<file path="config.mk">
export PLATFORM = sky130hd
export DESIGN_NAME = dist_fifo_m
export DESIGN_NICKNAME = d
export VERILOG_FILES = /design/src/rtl/dist_fifo_m_pkg.sv /design/src/rtl/dist_fifo_m_ram.sv /design/src/rtl/dist_fifo_m.sv
export SDC_FILE = /design/constraint.sdc
export NUM_CORES = 1
export LEC_CHECK = 0
export CAP_MARGIN = 20
export CORE_UTILIZATION = 60
export DETAILED_ROUTE_END_ITERATION = 12
export PLACE_DENSITY = 0.78
export SLEW_MARGIN = 20
export SYNTH_ARGS = -nofsm -noshare
export SYNTH_HDL_FRONTEND = slang
export SYNTH_HIERARCHICAL = 1
export SYNTH_SLANG_ARGS = --single-unit
</file>
<file path="constraint.sdc">
create_clock -name clk -period 5.4 [get_ports clk]
set_clock_uncertainty 0.05 [all_clocks]
set_input_delay 0.54 -clock clk [delete_from_list [all_inputs] [get_ports clk]]
set_output_delay 0.54 -clock clk [all_outputs]
set_load 0.02 [all_outputs]
</file>
<file path="src/rtl/dist_fifo_m_pkg.sv">
// Shared constants for the distributed-RAM FWFT FIFO.
// Storage output-register configuration used by the FIFO's RAM.
package dist_fifo_m_pkg;
  localparam string RAM_OUT_REG = "YES";
endpackage

</file>
<file path="src/rtl/dist_fifo_m_ram.sv">
// Simple dual-port distributed RAM, one write port,
// one read port with optional output register.
module sdp_distributed_ram_m
  import dist_fifo_m_pkg::*;
#(
  parameter int    ADDR_WIDTH = 4,
  parameter int    WORD_WIDTH = 32,
  parameter string OUTPUT_REG = RAM_OUT_REG
) (
  input  logic                  clk,
  input  logic                  we,
  input  logic [ADDR_WIDTH-1:0] waddr,
  input  logic [WORD_WIDTH-1:0] data_in,
  input  logic [ADDR_WIDTH-1:0] raddr,
  output logic [WORD_WIDTH-1:0] data_out
);

  localparam int DEPTH = 2 ** ADDR_WIDTH;

  logic [WORD_WIDTH-1:0] mem [DEPTH];

  always_ff @(posedge clk) begin
    if (we) mem[waddr] <= data_in;
  end

  // Contents and output register are deliberately not reset.
  generate
    if (OUTPUT_REG == "YES") begin : g_reg
      always_ff @(posedge clk) begin
        data_out <= mem[raddr];
      end
    end else begin : g_comb
      assign data_out = mem[raddr];
    end
  endgenerate

endmodule

</file>
<file path="src/rtl/dist_fifo_m.sv">
// First-word-fall-through FIFO in front of a
// registered-output distributed RAM.
module dist_fifo_m
  import dist_fifo_m_pkg::*;
#(
  parameter int ADDR_WIDTH = 4,
  parameter int WORD_WIDTH = 32
) (
  input  logic                  clk,
  input  logic                  rst,
  input  logic                  clr,
  input  logic                  s_valid,
  output logic                  s_ready,
  input  logic [WORD_WIDTH-1:0] s_data,
  output logic                  m_valid,
  input  logic                  m_ready,
  output logic [WORD_WIDTH-1:0] m_data,
  output logic [ADDR_WIDTH:0]   count
);

  localparam int DEPTH = 2 ** ADDR_WIDTH;
  localparam logic [ADDR_WIDTH:0] FULL = (ADDR_WIDTH+1)'(DEPTH);
  localparam logic [ADDR_WIDTH-1:0] P1 = ADDR_WIDTH'(1);
  localparam logic [ADDR_WIDTH:0] C1 = (ADDR_WIDTH+1)'(1);

  logic [ADDR_WIDTH-1:0] wptr;
  logic [ADDR_WIDTH-1:0] rptr;
  logic [ADDR_WIDTH-1:0] raddr;
  logic [ADDR_WIDTH:0]   vis_count;
  logic                  push;
  logic                  pop;
  logic                  push_d;

  assign s_ready = ~rst & (count != FULL);
  assign push    = s_valid & s_ready & ~clr;
  assign m_valid = (vis_count != '0);
  assign pop     = m_valid & m_ready;
  // Look one entry ahead on a pop so the next word is
  // registered in time for a back-to-back pop.
  assign raddr   = pop ? rptr + P1 : rptr;

  always_ff @(posedge clk or posedge rst) begin
    if (rst) begin
      wptr      <= '0;
      rptr      <= '0;
      count     <= '0;
      vis_count <= '0;
      push_d    <= 1'b0;
    end else if (clr) begin
      wptr      <= '0;
      rptr      <= '0;
      count     <= '0;
      vis_count <= '0;
      push_d    <= 1'b0;
    end else begin
      push_d <= push;
      if (push) wptr <= wptr + P1;
      if (pop)  rptr <= rptr + P1;
      unique case ({push, pop})
        2'b10:   count <= count + C1;
        2'b01:   count <= count - C1;
        default: count <= count;
      endcase
      // A word becomes readable one cycle after its write lands.
      unique case ({push_d, pop})
        2'b10:   vis_count <= vis_count + C1;
        2'b01:   vis_count <= vis_count - C1;
        default: vis_count <= vis_count;
      endcase
    end
  end

  sdp_distributed_ram_m #(ADDR_WIDTH, WORD_WIDTH, RAM_OUT_REG) u_ram (
    .clk      (clk),
    .we       (push),
    .waddr    (wptr),
    .data_in  (s_data),
    .raddr    (raddr),
    .data_out (m_data)
  );

endmodule
</file>
# Word level (Yosys, flattened, before mapping)
# Memory sizes are Yosys's and may differ from the RTL's. A register that Yosys moved wholly into a read port is not among the register bits.
# Cells that the tools add are included.
# op_classes
addsub	6
eq_ne	5
n_mux	11
bitwise	6
reduce_logical	4
# op_table
cell	count
5-bit one-hot mux with 2 select lines	2
4-bit two-way mux	4
5-bit by 1-bit adder with 5-bit output, second input constant	2
5-bit two-way mux	2
5-bit by 1-bit subtractor with 5-bit output, second input constant	2
4-bit by 1-bit adder with 4-bit output, second input constant	2
3-bit nonzero test	2
5-bit inequality test, second input constant	1
5-bit nonzero test	1
1-bit bitwise AND	4
2-bit by 1-bit == test with 1-bit output, second input constant	2
2-bit == test, second input constant	2
1-bit two-way mux	3
1-bit inverter	2
2-bit nonzero test	1
# word_totals
regBits	19
ram_bits	512
input_bits	37
out_inout_bits	39
word_cells	38
n_memories	1
# mem_list
memory	words	width	rd	rd_ports_with_merged_regs	write_ports	line	rtl
u_ram.mem	16	32	1	1	1	dist_fifo_m_ram.sv:20	logic [WORD_WIDTH-1:0] mem [DEPTH];

# Longest topological paths before layout
# logic_depth
depth_word	7
ltp_mapped	11
ltp_nobuf	11

# Cells and area by module
# The synthesis kept the hierarchy.
# by_module_without_submodules
module	instances	cells_per_inst	area_each_um2	seq_area_each_um2
sdp_distributed_ram_m	1	838	19854.0	16015.4
dist_fifo_m	1	117	1181.1	475.5

# Worst setup path before layout
# No wires, ideal clock.
# synth_timing
path_kind	reg2reg
start	reg count[0]
end	mem u_ram.mem[0][0] (enable)
setup_ps	461
arrival_ps	4111
required_ps	4889
setup_slack_ps	778
path_stages_with_launch	7
path_buffers	0
synth_period_minus_slack_ps	4622
cell_sequence	dfrtp_1 nor4_2 a21oi_1 nand2_1 nor2_1 or3b_2 nor3_1
# synth_via
elab_chain_cells	6
# synth_lines
element	line	rtl
from (decl)	dist_fifo_m.sv:18	output logic [ADDR_WIDTH:0] count
from (signal assigned)	dist_fifo_m.sv:60	2'b10: count <= count + C1;
from (signal assigned)	dist_fifo_m.sv:61	2'b01: count <= count - C1;
from (signal assigned)	dist_fifo_m.sv:62	default: count <= count;
5-bit inequality test	dist_fifo_m.sv:34	assign s_ready = ~rst & (count != FULL);
1-bit bitwise AND	dist_fifo_m.sv:34	
named net s_ready	dist_fifo_m.sv:13	output logic s_ready,
1-bit bitwise AND (2 in series)	dist_fifo_m.sv:35	assign push = s_valid & s_ready & ~clr;
named net push	dist_fifo_m.sv:30	logic push;
1-bit two-way mux	dist_fifo_m_ram.sv:23	if (we) mem[waddr] <= data_in;
1-bit two-way mux (not written as such)	dist_fifo_m_ram.sv:23	
to (decl)	dist_fifo_m_ram.sv:20	
# The timed path passes the listed nets, and every way through them passes these cells.

# Worst setup path in the final report
# layout_timing
start	reg vis_count[1]
end	reg u_ram.data_out[6], read port of u_ram.mem
# layout_via
elab_chain_cells	3
# layout_lines
element	line	rtl
from (decl)	dist_fifo_m.sv:29	logic [ADDR_WIDTH:0] vis_count;
from (signal assigned)	dist_fifo_m.sv:66	2'b10: vis_count <= vis_count + C1;
from (signal assigned)	dist_fifo_m.sv:67	2'b01: vis_count <= vis_count - C1;
from (signal assigned)	dist_fifo_m.sv:68	default: vis_count <= vis_count;
5-bit nonzero test	dist_fifo_m.sv:36	assign m_valid = (vis_count != '0);
1-bit bitwise AND	dist_fifo_m.sv:37	assign pop = m_valid & m_ready;
4-bit two-way mux	-	
named net raddr[1]	dist_fifo_m.sv:28	logic [ADDR_WIDTH-1:0] raddr;
to (decl)	dist_fifo_m_ram.sv:15	output logic [WORD_WIDTH-1:0] data_out
# The timed path passes the listed nets, and every way through them passes these cells.
# A chain may end at the register's enable or synchronous reset.

==> impl_metrics.py <==
metrics = {
    "status": {
        "status": "finished clean",
    },
    "cells_and_area": {
        "drive_gt1_share_pct": 23.5,
        "num_antenna_cells": 0,
        "final_cells": 1562,
        "area_delta_synth_final_pct": 15.1,
        "stdcell_area_um2": 24200,
        "final_util_pct": 70.1,
        "finalNetCount": 1109,
    },
    "power": {
        "p_leak_nw": 7.71,
        "powerDensity_nw_per_um2": 479,
        "p_total_w": 0.0116,
        "peakVddDrop_v": 0.000447,
    },
    "sta": {
        "setup_viol": 0,
        "max_freq_mhz": 286,
        "period_minus_slack_ps": 3490,
        "period_share_pct": 64.7,
        "drv_slew": 0,
        "fin_tns_setup_ps": 0,
        "final_hold_viol_count": 0,
        "rsz0062_at_grt": "false",
        "tightest_slew_ps": 1150,
        "slew_headroom_pct": 23.1,
    },
    "synthesis": {
        "yosys.area_share.simple_pct": 2.39,
        "syn_inst": 955,
        "avgSynthCellArea_um2": 22.0,
        "synth-async-reset-ratio_pct": 3.37,
        "synth_edf_count": 512,
        "synth_compound_area_share_pct": 2.86,
        "synth_top_family_by_area": "multiplexers",
        "yosysUniqueCellTypes": 44,
        "yosysWarnings": 6,
        "ys_seq_elements": 563,
        "synth_seq_area_share_pct": 78.4,
        "synth_xor_area_share_pct": 0.571,
        "yosys_most_used_dff": "edfxtp_1",
        "synth-adder-area-share_pct": 0.666,
        "syn_nets": 1002,
        "synth_mux_area_share_pct": 13.9,
        "synthesis.area_um2": 21000,
    },
    "cts": {
        "path_clk_slew_ps": 60,
        "cts_tree": "done",
        "cts_hold_buf": 0,
        "numCtsBuffers": 53,
        "htree_levels": 2,
        "cts.sinks": 563,
        "post_cts.repair.setup_buffers": 0,
        "post_cts_resized": 0,
        "clock_latency_ps": 590,
        "cts_buffer_depth": 3,
        "cts_root_buf": "clkbuf_16",
    },
    "critical_path": {
        "end_kind": "flip-flop",
        "cp-start-kind": "flip-flop",
        "crit_required_ps": 5810,
        "path_class": "flip-flop to flip-flop",
        "cp.arrival_ps": 3900,
        "path_max_fanout": 48,
    },
    "global_routing": {
        "first_global_vias": 10400,
        "grtUsageTotal_pct": 24.4,
        "grt_overflow": 0,
        "grt_pass1_wl_um": 63400,
        "grt_max_degree": 67,
        "antenna_found_initial": 1,
    },
    "job": {
        "drv_cap": 0,
    },
    "placed_design": {
        "placed_cells": 1462,
        "gp_congestion": 0.736,
        "dp_hpwl_um": 22200,
        "io_buffer_count": 75,
        "postPlaceCellArea_um2": 22600,
    },
    "die": {
        "dieArea_um2": 35800,
        "initial_utilization_pct": 60.9,
        "die_h_um": 189,
        "coreArea_um2": 34500,
        "ioPinCount": 76,
        "die_width_um": 189,
        "rows": 68,
    },
    "drt": {
        "via_per_inst": 6.35,
        "final_antenna_net_count": 0,
        "num_vias": 9923,
        "remaining_drc_errors": 0,
        "wl_per_cell_um": 27.0,
        "wirelength_um": 42200,
        "drt-initial-drc-count": 865,
        "drt_pass1_iterations": 7,
    },
    "min_path": {
        "holdCritPathClass": "input pin to async pin",
    },
}
cell usage after synthesis (all sizes together) (8+ instances only):
library cell	count	share of area, %
edfxtp	512	73
mux4	128	14
a22oi	64	2.3
nand2	41	0.73
dfxtp	32	3.0
nor2	27	0.48
buf	26	0.76
clkbuf	19	0.34
dfrtp	19	2.3
xnor2	10	0.49
nor3	9	0.26
ha	8	0.48
registers in the layout (all words and copies together), names as in the netlist:
register / flops
u_ram/mem: 512
u_ram/data_out: 32
count: 5
vis_count: 5
rptr: 4
wptr: 4
push_d: 1
critical path, stage by stage (launching register included):
cell and delay (ps):
dfrtp_1 410, or4_4 580, o21ai_4 340, nand2_1 150, nand2_4 590, buf_4 410
mux4_2 360, a22oi_1 330, nand2_1 90
where the power goes:
| group | internal, W | switching [W] |
|---|---|---|
| combinational | 0.00160 | 0.00148 |
| clock | 0.00191 | 0.00156 |
| sequential | 0.00494 | 0.000113 |
metrics by stage:
step | setup slack [ps] | hold WS (ps)
after floorplan | 778 | 441
after global placement | 1740 | 502
after detailed placement | 1680 | 502
after CTS | 1910 | 383
after global routing | 1730 | 460
final | 1910 | 386
final timing paths:
| kind | depth (start not counted) | slack (ps) | endpoint | startpoint |
|---|---|---|---|---|
| max in group asynchronous | 2 | 4460 | push_d$_DFF_PP0_ | rst |
| worst max register to register | 8 | 1910 | u_ram/data_out[6]$_DFF_P_ | vis_count[1]$_DFFE_PP0P_ |
| worst min-delay path | 2 | 390 | count[4]$_DFFE_PP0P_ | rst |
| worst max-delay path | 8 | 1910 | u_ram/data_out[6]$_DFF_P_ | vis_count[1]$_DFFE_PP0P_ |
| min in group clk | 2 | 510 | vis_count[2]$_DFFE_PP0P_ | vis_count[2]$_DFFE_PP0P_ |
| worst min register to register | 2 | 510 | vis_count[2]$_DFFE_PP0P_ | vis_count[2]$_DFFE_PP0P_ |
layout by cell type, fill, tap and decap left out, drive strengths merged, types with 3 or more instances in the layout:
| cell | n |
|---|---|
| inv | 9 |
| mux4 | 128 |
| clkbuf | 62 |
| a22oi | 64 |
| clkdlybuf4s50 | 75 |
| buf | 22 |
| nand2 | 41 |
| ha | 8 |
| nor2 | 27 |
| o21ai | 4 |
| and2 | 3 |
| edfxtp | 512 |
| xnor2 | 10 |
| nand2b | 6 |
| nor2b | 7 |
| a21oi | 6 |
| dfrtp | 19 |
| mux2i | 4 |
| clkinv | 33 |
| nor3 | 9 |
| dfxtp | 32 |
kinds of logic (layout without fill, tap and decap cells):
logic type	count (synthesis)	in the layout
AO/OA/AOI/OAI	81	81
multiplexers	132	132
buffers and inverters	52	204
XOR/XNOR	12	12
adder cells (fa/ha/maj)	10	10
AND/OR/NAND/NOR	105	105
flip-flops	563	563
layout make-up:
| type | instances | area [um^2] |
|---|---|---|
| clock inverters | 38 | 262 |
| flip-flops and latches | 563 | 16500 |
| fillers | 2052 | 10300 |
| inverters | 7 | 26.3 |
| repair buffers | 97 | 1070 |
| multi-input cells | 340 | 4440 |
| well taps | 455 | 569 |
| clock buffers | 62 | 1360 |
routing by layer:
layer / vias to the layer above / share of wire [%] / global-route usage [%]
met5: - / 0.040 / 0
met4: 2 / 2.1 / 6.61
met3: 69 / 6.3 / 3.87
met2: 401 / 52 / 41.3
met1: 5270 / 40 / 33.4
li1: 4181 / - / -
No activity file was read; power rests on OpenSTA's default activity.
